File: src/rtl/msg_reader.sv
// rtl/msg_reader.sv - streams RAM A bytes 0..MESSAGE_LENGTH-1 out on a valid/ready port
// Optional character check: define MSG_READER_CHAR_CHECK_EN.
module msg_reader #(
  parameter int MESSAGE_LENGTH = 32,
  parameter int ADDR_WIDTH     = 8
) (
  input  logic                  clk,
  input  logic                  reset,
  input  logic                  start,
  output logic [ADDR_WIDTH-1:0] aAddr,
  input  logic [7:0]            aOut,
  output logic [7:0]            out_data,
  output logic                  out_valid,
  input  logic                  out_ready,
  output logic                  out_last,
  output logic                  busy,
  output logic                  done,
  output logic                  msg_ok
);

  typedef enum logic [2:0] {
    S_IDLE,
    S_FETCH,
    S_WAIT,
    S_PRESENT,
    S_DONE
  } state_e;

  localparam logic [ADDR_WIDTH-1:0] LAST_IDX = ADDR_WIDTH'(MESSAGE_LENGTH - 1);

  state_e                state_q, state_d;
  logic [ADDR_WIDTH-1:0] idx_q, idx_d;
  logic [7:0]            data_q, data_d;
  logic                  valid_q, valid_d;
  logic                  last_q, last_d;
  logic                  start_ok;
  logic                  handshake;
  logic                  is_last;

  assign start_ok  = start && (state_q == S_IDLE || state_q == S_DONE);
  assign handshake = (state_q == S_PRESENT) && out_ready;
  assign is_last   = (idx_q == LAST_IDX);

  always_ff @(posedge clk or posedge reset) begin
    if (reset) begin
      state_q <= S_IDLE;
      idx_q   <= '0;
      data_q  <= 8'd0;
      valid_q <= 1'b0;
      last_q  <= 1'b0;
    end else begin
      state_q <= state_d;
      idx_q   <= idx_d;
      data_q  <= data_d;
      valid_q <= valid_d;
      last_q  <= last_d;
    end
  end

  always_comb begin
    state_d = state_q;
    case (state_q)
      S_IDLE, S_DONE: if (start_ok) state_d = S_FETCH;
      S_FETCH:        state_d = S_WAIT;
      S_WAIT:         state_d = S_PRESENT;
      S_PRESENT:      if (handshake) state_d = is_last ? S_DONE : S_FETCH;
      default:        state_d = S_IDLE;
    endcase
  end

  always_comb begin
    idx_d   = idx_q;
    data_d  = data_q;
    valid_d = valid_q;
    last_d  = last_q;
    if (start_ok) idx_d = '0;
    if (state_q == S_WAIT) begin
      data_d  = aOut;
      last_d  = is_last;
      valid_d = 1'b1;
    end
    // idx stops at the last index so aAddr never leaves the message range
    if (handshake) begin
      valid_d = 1'b0;
      if (is_last) last_d = 1'b0;
      else         idx_d  = idx_q + ADDR_WIDTH'(1);
    end
  end

  always_comb begin
    busy = (state_q == S_FETCH) || (state_q == S_WAIT) || (state_q == S_PRESENT);
    done = (state_q == S_DONE);
  end

  assign aAddr     = idx_q;
  assign out_data  = data_q;
  assign out_valid = valid_q;
  assign out_last  = last_q;

`ifdef MSG_READER_CHAR_CHECK_EN
  logic ok_q, ok_d;
  logic char_ok;

  assign char_ok = ((aOut >= 8'd97) && (aOut <= 8'd122)) || (aOut == 8'd32);

  always_comb begin
    ok_d = ok_q;
    if (start_ok)                            ok_d = 1'b1;
    else if (state_q == S_WAIT && !char_ok)  ok_d = 1'b0;
  end

  always_ff @(posedge clk or posedge reset) begin
    if (reset) ok_q <= 1'b1;
    else       ok_q <= ok_d;
  end

  assign msg_ok = ok_q;
`else
  assign msg_ok = 1'b1;
`endif

endmodule

File: config.mk
export PLATFORM = sky130hd
export DESIGN_NAME = msg_reader
export DESIGN_NICKNAME = d
export VERILOG_FILES = /design/src/rtl/msg_reader.sv
export SDC_FILE = /design/constraint.sdc
export NUM_CORES = 1
export LEC_CHECK = 0
export BUFFER_PORTS_ARGS = -buffer_cell sky130_fd_sc_hd__buf_2
export CORE_MARGIN = 4
export CORE_UTILIZATION = 48
export CTS_CLUSTER_DIAMETER = 200
export CTS_CLUSTER_SIZE = 40
export DETAILED_ROUTE_END_ITERATION = 7
export PLACE_DENSITY = 0.77
export SETUP_SLACK_MARGIN = 0.5
export SYNTH_ARGS = -nofsm -noshare
export SYNTH_HDL_FRONTEND = slang
export SYNTH_SLANG_ARGS = --single-unit
File: constraint.sdc
create_clock -name clk -period 2 [get_ports clk]
set_input_delay 0.4 -clock clk [delete_from_list [all_inputs] [get_ports clk]]
set_output_delay 0.4 -clock clk [all_outputs]
set_load 0.1 [all_outputs]
Yosys cells after proc, flatten, opt, wreduce, memory -nomap -nowiden
Index checks and enable logic that the tools add are counted.
Operators by class
  $add $sub $neg: 1
  eq/ne operators: 7
  mux-type cells: 12
  reduce and logical (&&, ||, !) cells: 9
Operators by type and width (count)
  $mux W8: 3
  $pmux W3 S4: 1
  $mux W3: 3
  $add A8 B1 Y8 const B: 1
  $eq A8 B5 Y1 const B: 1
  $eq A3 B2 Y1 const B: 2
  $mux W1: 5
  $ne A2 B2 Y1 const B: 2
  $eq A3 B1 Y1 const B: 1
  $eq A3 B3 Y1 const B: 1
  $logic_not A3 Y1: 1
  $logic_or A1 B1 Y1: 3
  $logic_and A1 B1 Y1: 2
  $reduce_and A2 Y1: 1
  $reduce_bool A2 Y1: 1
  $reduce_or A2 Y1: 1
Storage, ports and cells
  bits in registers: 21
  bits of input ports: 12
  output and inout port bits: 21
  logic and storage cells: 34

Longest topological paths before layout
Gate-level depths: netlist of the first run.
  word-level depth: 6
  depth in mapped cells: 6
  depth with buffers taken out: 5

Worst setup path after synthesis of the first run
OpenSTA, ideal clock, no wires.
  path type: register to register
  start: reg idx_q[0], in the netlist aAddr[0]
  end: reg idx_q[5], in the netlist aAddr[5]
  library setup time: 0.167 ns
  arrival time: 2.080 ns
  required time: 1.833 ns
  setup slack: -0.247 ns
  stages on the path, launching flop included: 7
  clock period less this slack: 2.247 ns
  cell sequence: dfrtp_1 ha_1 and3_1 a31o_1 buf_6 o311ai_4 o41ai_2
Between the ends
  cells in the longest elaborated chain, start to end: 3
  elaborated cells on any way between the ends: 4
  those cells by class: 1 x add/sub; 1 x eq/ne; 2 x mux
Ends and longest elaborated chain
  start: declaration: RTL line 32  | logic [ADDR_WIDTH-1:0] idx_q, idx_d;
  start signal: assignment: RTL line 53  | idx_q <= idx_d;
  $add A8 B1 Y8 / $eq A8 B5 Y1 (equally long branches): RTL line 86, 42
  $mux W8 *: RTL line 85  | if (is_last) last_d = 1'b0;
  $mux W8 *: RTL line 83  | if (handshake) begin
  named net idx_d[5]: RTL line 32
The timed path passes the listed nets; every way through them passes the cells marked *.
A chain may end at the register's enable or synchronous reset.

Worst setup path after layout of the first run
  start: reg state_q[0]
  end: out busy
Between the ends
  cells in the longest elaborated chain, start to end: 3
  elaborated cells on any way between the ends: 5
  those cells by class: 3 x eq/ne; 2 x reduce/logical
Ends and longest elaborated chain
  start: declaration: RTL line 31  | state_e state_q, state_d;
  start signal: assignment: RTL line 52  | state_q <= state_d;
  $eq A3 B1 Y1 / $eq A3 B2 Y1 (equally long branches): RTL line 91  | busy = (state_q == S_FETCH) || (state_q == S_WAIT) || (state_q == S_PRESENT);
  $logic_or A1 B1 Y1: RTL line 91
  $logic_or A1 B1 Y1 *: RTL line 91
  end: declaration: RTL line 16  | output logic busy,
Mark *: on every way between the ends. The rest lies on a longest branch, timed or not.

==> results.sh, run 1 <==
export IMPL_post_route_drc_count=0
export IMPL_status="completed"
export IMPL_ys_types=31
export IMPL_ios=33
export IMPL_dp_slack_ns=0.318
export IMPL_synthCells=82
export IMPL_hold_violations=0
export IMPL_ys_ff_latch=21
export IMPL_fin_cells=156
export IMPL_wl_per_cell_um=15.6
export IMPL_layout_drive_gt1_share_pct=64.3
export IMPL_rsz0062_at_grt="true"
export IMPL_post_route_period_util_pct=81.5
export IMPL_grt_pass1_wl_um=3590
export IMPL_synth_adder_area_share_pct=1.27
export IMPL_hp_class="in -> async"
export IMPL_crit_family="flip-flops"
export IMPL_hpwl_um=1560
export IMPL_path_buf_inv=2
export IMPL_diodes=0
export IMPL_antenna_found_initial=0
export IMPL_netlist_area_sq_um=988
export IMPL_final_nets=143
export IMPL_fin_util_pct=75.8
export IMPL_yosys_area_top_type="dfrtp_1"
export IMPL_crit_chain="nor2_4 > buf_4 > nor2_4 > buf_12"
export IMPL_slew_headroom_pct=63.4
export IMPL_die_h_um=53.4
export IMPL_ant_nets=0
export IMPL_synth_compound_area_share_pct=13.0
export IMPL_end_kind="primary output"
export IMPL_synth_simple_gate_area_share_pct=15.2
export IMPL_cts_root_buf="clkbuf_4"
export IMPL_cap_violations=0
export IMPL_avgViaCountPerCell=5.38
export IMPL_r2r_end="aAddr[5]"
export IMPL_drt_iter0_drc=15
export IMPL_fin_crit_ns=1.63
export IMPL_r2r_start="aAddr[0]"
export IMPL_grt_max_degree=15
export IMPL_startpoint_type="flip-flop"
export IMPL_critPathSlowestCell="dfrtp_2"
export IMPL_drt_pass1_iter_count=4
export IMPL_synth_xor_area_share_pct=2.66
export IMPL_clk_latency_ns=0.31
export IMPL_worstSetupPathType="reg -> out"
export IMPL_avgSynthCellArea_sq_um=12.1
export IMPL_via_count=839
export IMPL_cp_arrival_ns=1.23
export IMPL_reg2reg_slack_ns=0.39
export IMPL_worstPathRequired_ns=1.60
export IMPL_io_buffers=31
export IMPL_crit_top_cell="nor2_4"
export IMPL_yosysTopAreaCellShare_pct=53.2
export IMPL_wirelength_um=2440
export IMPL_clock_path_buffers=2
export IMPL_core_sq_mm=0.00196
export IMPL_path_max_fanout=2
export IMPL_worst_slack_ns=0.369
export IMPL_fp_row_count=16
export IMPL_initial_core_util_pct=50.4
export IMPL_die_w_um=53.4
export IMPL_ys_seq_area_share_pct=53.2
export IMPL_r2r_cells=5
export IMPL_grt_pass1_vias=835
export IMPL_syn2layout_area_growth_pct=50.5
export IMPL_dp_cells=139
export IMPL_gr_total_overflow=0
export IMPL_yosysWarnings=0
export IMPL_gr_usage_all_layers_pct=18.0
export IMPL_htreeDepth=1
export IMPL_fmax_ghz=0.613
export IMPL_die_area_sq_mm=0.00285
export IMPL_synth_area_leaders="dfrtp_1 (53%), mux2_2 (9.1%), o311ai_4 (2.7%)"
export IMPL_finalSetupTns_ns=0
export IMPL_slew_violations=0
export IMPL_tritoncts="done"
export IMPL_setup_violations_final=0
export IMPL_fin_skew_ns=0.00450
export IMPL_cpPeakStageDelay_ns=0.45
export IMPL_numCtsBuffers=3
export IMPL_muxShareOfSynthArea_pct=11.1
export IMPL_tightest_slew_ns=0.549
export IMPL_cts_sinks=21
export IMPL_gp_congestion=0.823
export IMPL_synth_top_family_by_area="simple AND/OR/NAND/NOR gates"
export IMPL_path_clk_slew_ns=0.12
export IMPL_syn_num_nets=95
==> synthesized netlist by cell type <==
cell and count:
buf_4 1, buf_2 1, nand2b_1 2, nand2_1 5
and3_2 1, inv_1 2, dfrtp_1 21, o31ai_1 1
xnor2_1 2, nand4b_4 1, and3_1 1, buf_6 1
o211ai_1 2, mux2i_1 2, mux2_2 8, nand3_1 5
o311ai_4 1, conb_1 1, nor3_1 1, and4b_1 1
nand4_1 2, o21ai_0 4, a21oi_1 3, ha_1 1
nor2_1 5, a31o_1 1, nor3_2 1, a21o_1 1
o41ai_2 1, o22ai_1 2, xor2_1 1
==> worst reg2reg max path, delay by kind of cell (launching register included) <==
family | cells | cell delay, ns
AO/OA/AOI/OAI | 3 | 0.63
adder cells (fa/ha/maj) | 1 | 0.17
flip-flops | 1 | 0.52
AND/OR/NAND/NOR | 1 | 0.17
==> timing repair <==
action | in CTS | in global routing
resized for setup | 30 | 17
hold buffers | 0 | 0
gates cloned | 0 | 0
endpoints found under the setup margin | 23 | 23
setup buffers | 8 | 5
pin swaps | 2 | 4
==> layout make-up <==
cell class              count  area, sq um
fillers                   131          474
clock buffers               3         22.5
flip-flops and latches     21          547
inverters                   2         11.3
multi-input cells          56          482
clock inverters             1         5.00
well taps                  27         33.8
repair buffers             46          387
==> worst max path at each step <==
stage	from	end	slack, ns	depth (start not counted)
final	state_q[0]	busy	0.37	4
after global placement	state_q[1]	done	0.35	4
after global routing	state_q[0]	done	0.31	4
after CTS	state_q[0]	done	0.38	4
after floorplan	aAddr[1]	aAddr[5]	0.18	6
after detailed placement	aAddr[0]	aAddr[5]	0.32	5
==> sequential cells by signal (all words and copies together), names as in the netlist <==
register   flops
state_q        3
out_last       1
out_data       8
out_valid      1
aAddr          8
==> layer usage <==
metal | up-vias | routed length, um | global-route usage (%) | share of wire [%]
li1 | 392 | - | - | -
met1 | 411 | 997 | 21.2 | 41
met2 | 29 | 1240 | 30.2 | 51
met3 | 7 | 146 | 3.94 | 6.0
met4 | 0 | 59 | 9.36 | 2.4
met5 | - | 0 | 0 | 0
==> layout by cell type (no fill, tap or decap), types with 2 or more instances in the layout <==
cell and n:
dfrtp_1 10, o21ai_0 2, a21oi_1 3, nand2_1 3, o211ai_1 2, buf_6 5, nand4_1 2, buf_4 24
mux2_2 8, dfrtp_2 8, nor2_4 2, nor2_1 3, buf_12 4, mux2i_1 2, nand3_1 5, clkbuf_4 5
nand2_2 2, buf_2 11, dfrtp_4 3, o22ai_1 2, xnor2_1 2, nand2b_1 2
==> logic make-up after synthesis <==
kind of cell / after synthesis
AND/OR/NAND/NOR: 25
other: 1
adder cells (fa/ha/maj): 1
multiplexers: 10
buffers and inverters: 5
XOR/XNOR: 3
flip-flops: 21
AO/OA/AOI/OAI: 16
==> stage by stage <==
step,instance area (sq um),hold WS (ns)
3_3_place_gp,1220,0.457
5_1_grt,1490,0.127
3_5_place_dp,1220,0.461
2_1_floorplan,1040,0.376
6_report,1490,0.111
4_1_cts,1390,0.119
Power of run 1 is not shown: default switching activity piles up to over one toggle a cycle in this logic, so the estimate is an artifact.
==> inputs of run 2 (changes only) <==
==> constraint.sdc (replaced) <==
create_clock -name clk -period 1.7 [get_ports clk]
set_input_delay 0.34 -clock clk [delete_from_list [all_inputs] [get_ports clk]]
set_output_delay 0.34 -clock clk [all_outputs]
set_load 0.1 [all_outputs]
==> run 2 against run 1 <==
Net effect:
- the flow now stops in global routing
- area after synthesis stayed put
- synthesized cell count stayed put
==> results.sh, run 2 <==
export IMPL_status="did not finish"
export IMPL_haltStage="global routing"
export IMPL_error="[ERROR DPL-0038] Utilization greater than 100%, impossible to legalize"
export IMPL_htreeDepth=1
export IMPL_dp_slack_ns=0.00679
export IMPL_cts_root_buf="clkbuf_4"
export IMPL_muxShareOfSynthArea_pct=11.1
export IMPL_grt_max_degree=22
export IMPL_ys_seq_area_share_pct=53.2
export IMPL_synthTopCellsByCount="dfrtp_1 (21), mux2_2 (8), nand2_1 (5), nand3_1 (5), nor2_1 (5)"
export IMPL_hpwl_um=1590
export IMPL_cts_sinks=21
export IMPL_synth_area_leaders="dfrtp_1 (53%), mux2_2 (9.1%), o311ai_4 (2.7%)"
export IMPL_avgSynthCellArea_sq_um=12.1
export IMPL_yosys_area_top_type="dfrtp_1"
export IMPL_synth_edf_count=0
export IMPL_initial_core_util_pct=50.4
export IMPL_clock_path_buffers=2
export IMPL_crit_endpoint="aAddr[5]$_DFF_PP0_/D"
export IMPL_async_flop_share_pct=100
export IMPL_synthCells=82
export IMPL_ys_ff_latch=21
export IMPL_ios=33
export IMPL_netlist_area_sq_um=988
export IMPL_synth_xor_area_share_pct=2.66
export IMPL_yosysWarnings=0
export IMPL_synth_adder_area_share_pct=1.27
export IMPL_die_w_um=53.4
export IMPL_synth_simple_gate_area_share_pct=15.2
export IMPL_numCtsBuffers=3
export IMPL_fp_row_count=16
export IMPL_yosysMostFrequentCell="dfrtp_1"
export IMPL_syn_num_nets=95
export IMPL_synth_compound_area_share_pct=13.0
export IMPL_hold_buffers=0
export IMPL_dp_cells=140
export IMPL_endpoint_type="register input"
export IMPL_yosysTopAreaCellShare_pct=53.2
export IMPL_ys_types=31
export IMPL_die_h_um=53.4
export IMPL_synth_ff_type="dfrtp_1"
export IMPL_io_buffers=31
export IMPL_gp_congestion=0.876
export IMPL_synth_top_family_by_area="simple AND/OR/NAND/NOR gates"
[run 2: kinds of logic after synthesis]
kind of cell | count (synthesis)
fa+ha+maj | 1
mux | 10
xor+xnor | 3
other cells | 1
buf+inv | 5
simple gates | 25
compound gates | 16
flops | 21
[run 2: timing repair]
| action | CTS |
|---|---|
| pin swaps | 11 |
| gates resized for setup | 75 |
| setup buffers | 28 |
| endpoints found under the setup margin | 39 |
[run 2: through the flow]
step	instance area [sq um]	utilization, %
after floorplan	1110	-
after global placement	1330	67.5
after detailed placement	1330	67.5
after CTS	1840	93.8
==> inputs of run 3 (changes only) <==
==> config.mk (replaced) <==
export PLATFORM = sky130hd
export DESIGN_NAME = msg_reader
export DESIGN_NICKNAME = d
export VERILOG_FILES = /design/src/rtl/msg_reader.sv
export SDC_FILE = /design/constraint.sdc
export NUM_CORES = 1
export LEC_CHECK = 0
export BUFFER_PORTS_ARGS = -buffer_cell sky130_fd_sc_hd__buf_2
export CORE_AREA = 4 4 65 67
export DETAILED_ROUTE_END_ITERATION = 7
export DIE_AREA = 0 0 69 71
export PLACE_DENSITY_LB_ADDON = 0.15
export SYNTH_ARGS = -nofsm -noshare
export SYNTH_HDL_FRONTEND = slang
export SYNTH_SLANG_ARGS = --single-unit
==> run 3 against run 2 <==
Net effect:
- the flow now finishes without violations
==> results.sh, run 3 (synthesis results as in run 1) <==
export IMPL_gr_total_overflow=0
export IMPL_slew_violations=0
export IMPL_cp_arrival_ns=1.81
export IMPL_fp_row_count=22
export IMPL_layout_drive_gt1_share_pct=57.0
export IMPL_ant_nets=0
export IMPL_fin_crit_ns=1.65
export IMPL_worstSetupPathType="reg -> reg"
export IMPL_crit_family="compound AO/OA/AOI/OAI gates"
export IMPL_tritoncts="done"
export IMPL_clock_path_buffers=2
export IMPL_die_h_um=71
export IMPL_critPathSlowestCell="dfrtp_4"
export IMPL_core_sq_mm=0.00363
export IMPL_cts_sinks=21
export IMPL_die_w_um=69
export IMPL_end_kind="flip-flop"
export IMPL_clk_latency_ns=0.26
export IMPL_hpwl_um=1640
export IMPL_setup_violations_final=0
export IMPL_wl_per_cell_um=13.1
export IMPL_grt_pass1_vias=784
export IMPL_ios=33
export IMPL_drt_pass1_iter_count=4
export IMPL_io_buffers=31
export IMPL_die_area_sq_mm=0.00490
export IMPL_final_nets=135
export IMPL_syn2layout_area_growth_pct=37.6
export IMPL_initial_core_util_pct=27.2
export IMPL_layout_commonest_cell="buf_2"
export IMPL_diodes=0
export IMPL_fin_skew_ns=0.00283
export IMPL_numCtsBuffers=3
export IMPL_place_area_sq_mm=0.00129
export IMPL_hold_violations=0
export IMPL_via_count=770
export IMPL_post_route_period_util_pct=97.0
export IMPL_gr_usage_all_layers_pct=9.56
export IMPL_hp_class="in -> async"
export IMPL_rsz0062_at_grt="true"
export IMPL_path_clk_slew_ns=0.08
export IMPL_fmax_ghz=0.607
export IMPL_drt_iter0_drc=64
export IMPL_post_route_drc_count=0
export IMPL_cts_root_buf="clkbuf_8"
export IMPL_fin_area_sq_mm=0.00136
export IMPL_path_buf_inv=1
export IMPL_hold_buffers=0
export IMPL_avgViaCountPerCell=4.56
export IMPL_path_max_fanout=6
export IMPL_final_cell_mix="buf_2 (29), dfrtp_1 (12), mux2_2 (8)"
export IMPL_gp_congestion=0.864
export IMPL_status="completed"
export IMPL_crit_chain="ha_4 > and3_4 > a31o_4 > buf_4 > o41ai_2"
export IMPL_cpPeakStageDelay_ns=0.50
export IMPL_startpoint_type="flip-flop"
export IMPL_antenna_found_initial=0
export IMPL_cap_violations=0
export IMPL_wirelength_um=2210
export IMPL_grt_max_degree=22
export IMPL_htreeDepth=1
export IMPL_finalSetupTns_ns=0
export IMPL_grt_pass1_wl_um=3750
export IMPL_worstPathRequired_ns=1.86
run 3: path summary, 6_finish.rpt:
| check | startpoint | end | slack (ns) | depth (start not counted) |
|---|---|---|---|---|
| worst max-delay path | aAddr[1] | aAddr[5] | 0.05 | 5 |
| worst min-delay path | reset | out_data[0] | 0.09 | 3 |
| worst max register to register | aAddr[1] | aAddr[5] | 0.05 | 5 |
| worst min register to register | out_valid | out_valid | 0.48 | 1 |
| max in group asynchronous | reset | aAddr[0] | 1.36 | 3 |
| min in group clk | start | aAddr[6] | 0.29 | 2 |
run 3: stage by stage:
step | worst slack [ns] | cells | util [%] | hold slack (ns)
final | 0.0512 | 169 | 37.4 | 0.0896
after global routing | -0.0128 | 169 | 37.4 | 0.116
after CTS | 0.0179 | 168 | 37.2 | 0.0923
after detailed placement | 0.000239 | 164 | 35.6 | 0.390
after global placement | 0.0653 | 164 | 35.6 | 0.389
after floorplan | -0.147 | 82 | - | 0.316
run 3: worst reg2reg max path, stage by stage (launching register included):
cell	delay, ns
dfrtp_4	0.50
ha_4	0.17
and3_4	0.19
a31o_4	0.25
buf_4	0.16
o41ai_2	0.27
run 3: what timing repair did:
action | in CTS | in global routing
gates resized for setup | 1 | 1
endpoints found under the hold margin | 0 | 0
endpoints found under the setup margin | 1 | 3
buffers inserted | 0 | 1
cloned | 0 | 0
run 3: cell type report:
class,instances,area (sq um)
flip-flops and latches,21,542
clock inverters,1,7.51
repair buffers,38,238
fillers,388,2270
clock buffers,3,41.3
inverters,2,11.3
well taps,48,60.1
multi-input cells,56,460
run 3: per-layer routing:
| layer | part of all wire (%) | up-vias | global-route usage (%) |
|---|---|---|---|
| met3 | 7.3 | 4 | 4.40 |
| li1 | - | 376 | - |
| met4 | 1.0 | 0 | 3.25 |
| met2 | 48 | 27 | 15.3 |
| met5 | 0 | - | 0 |
| met1 | 44 | 363 | 11.4 |
Power of run 3 is left out for the same reason.
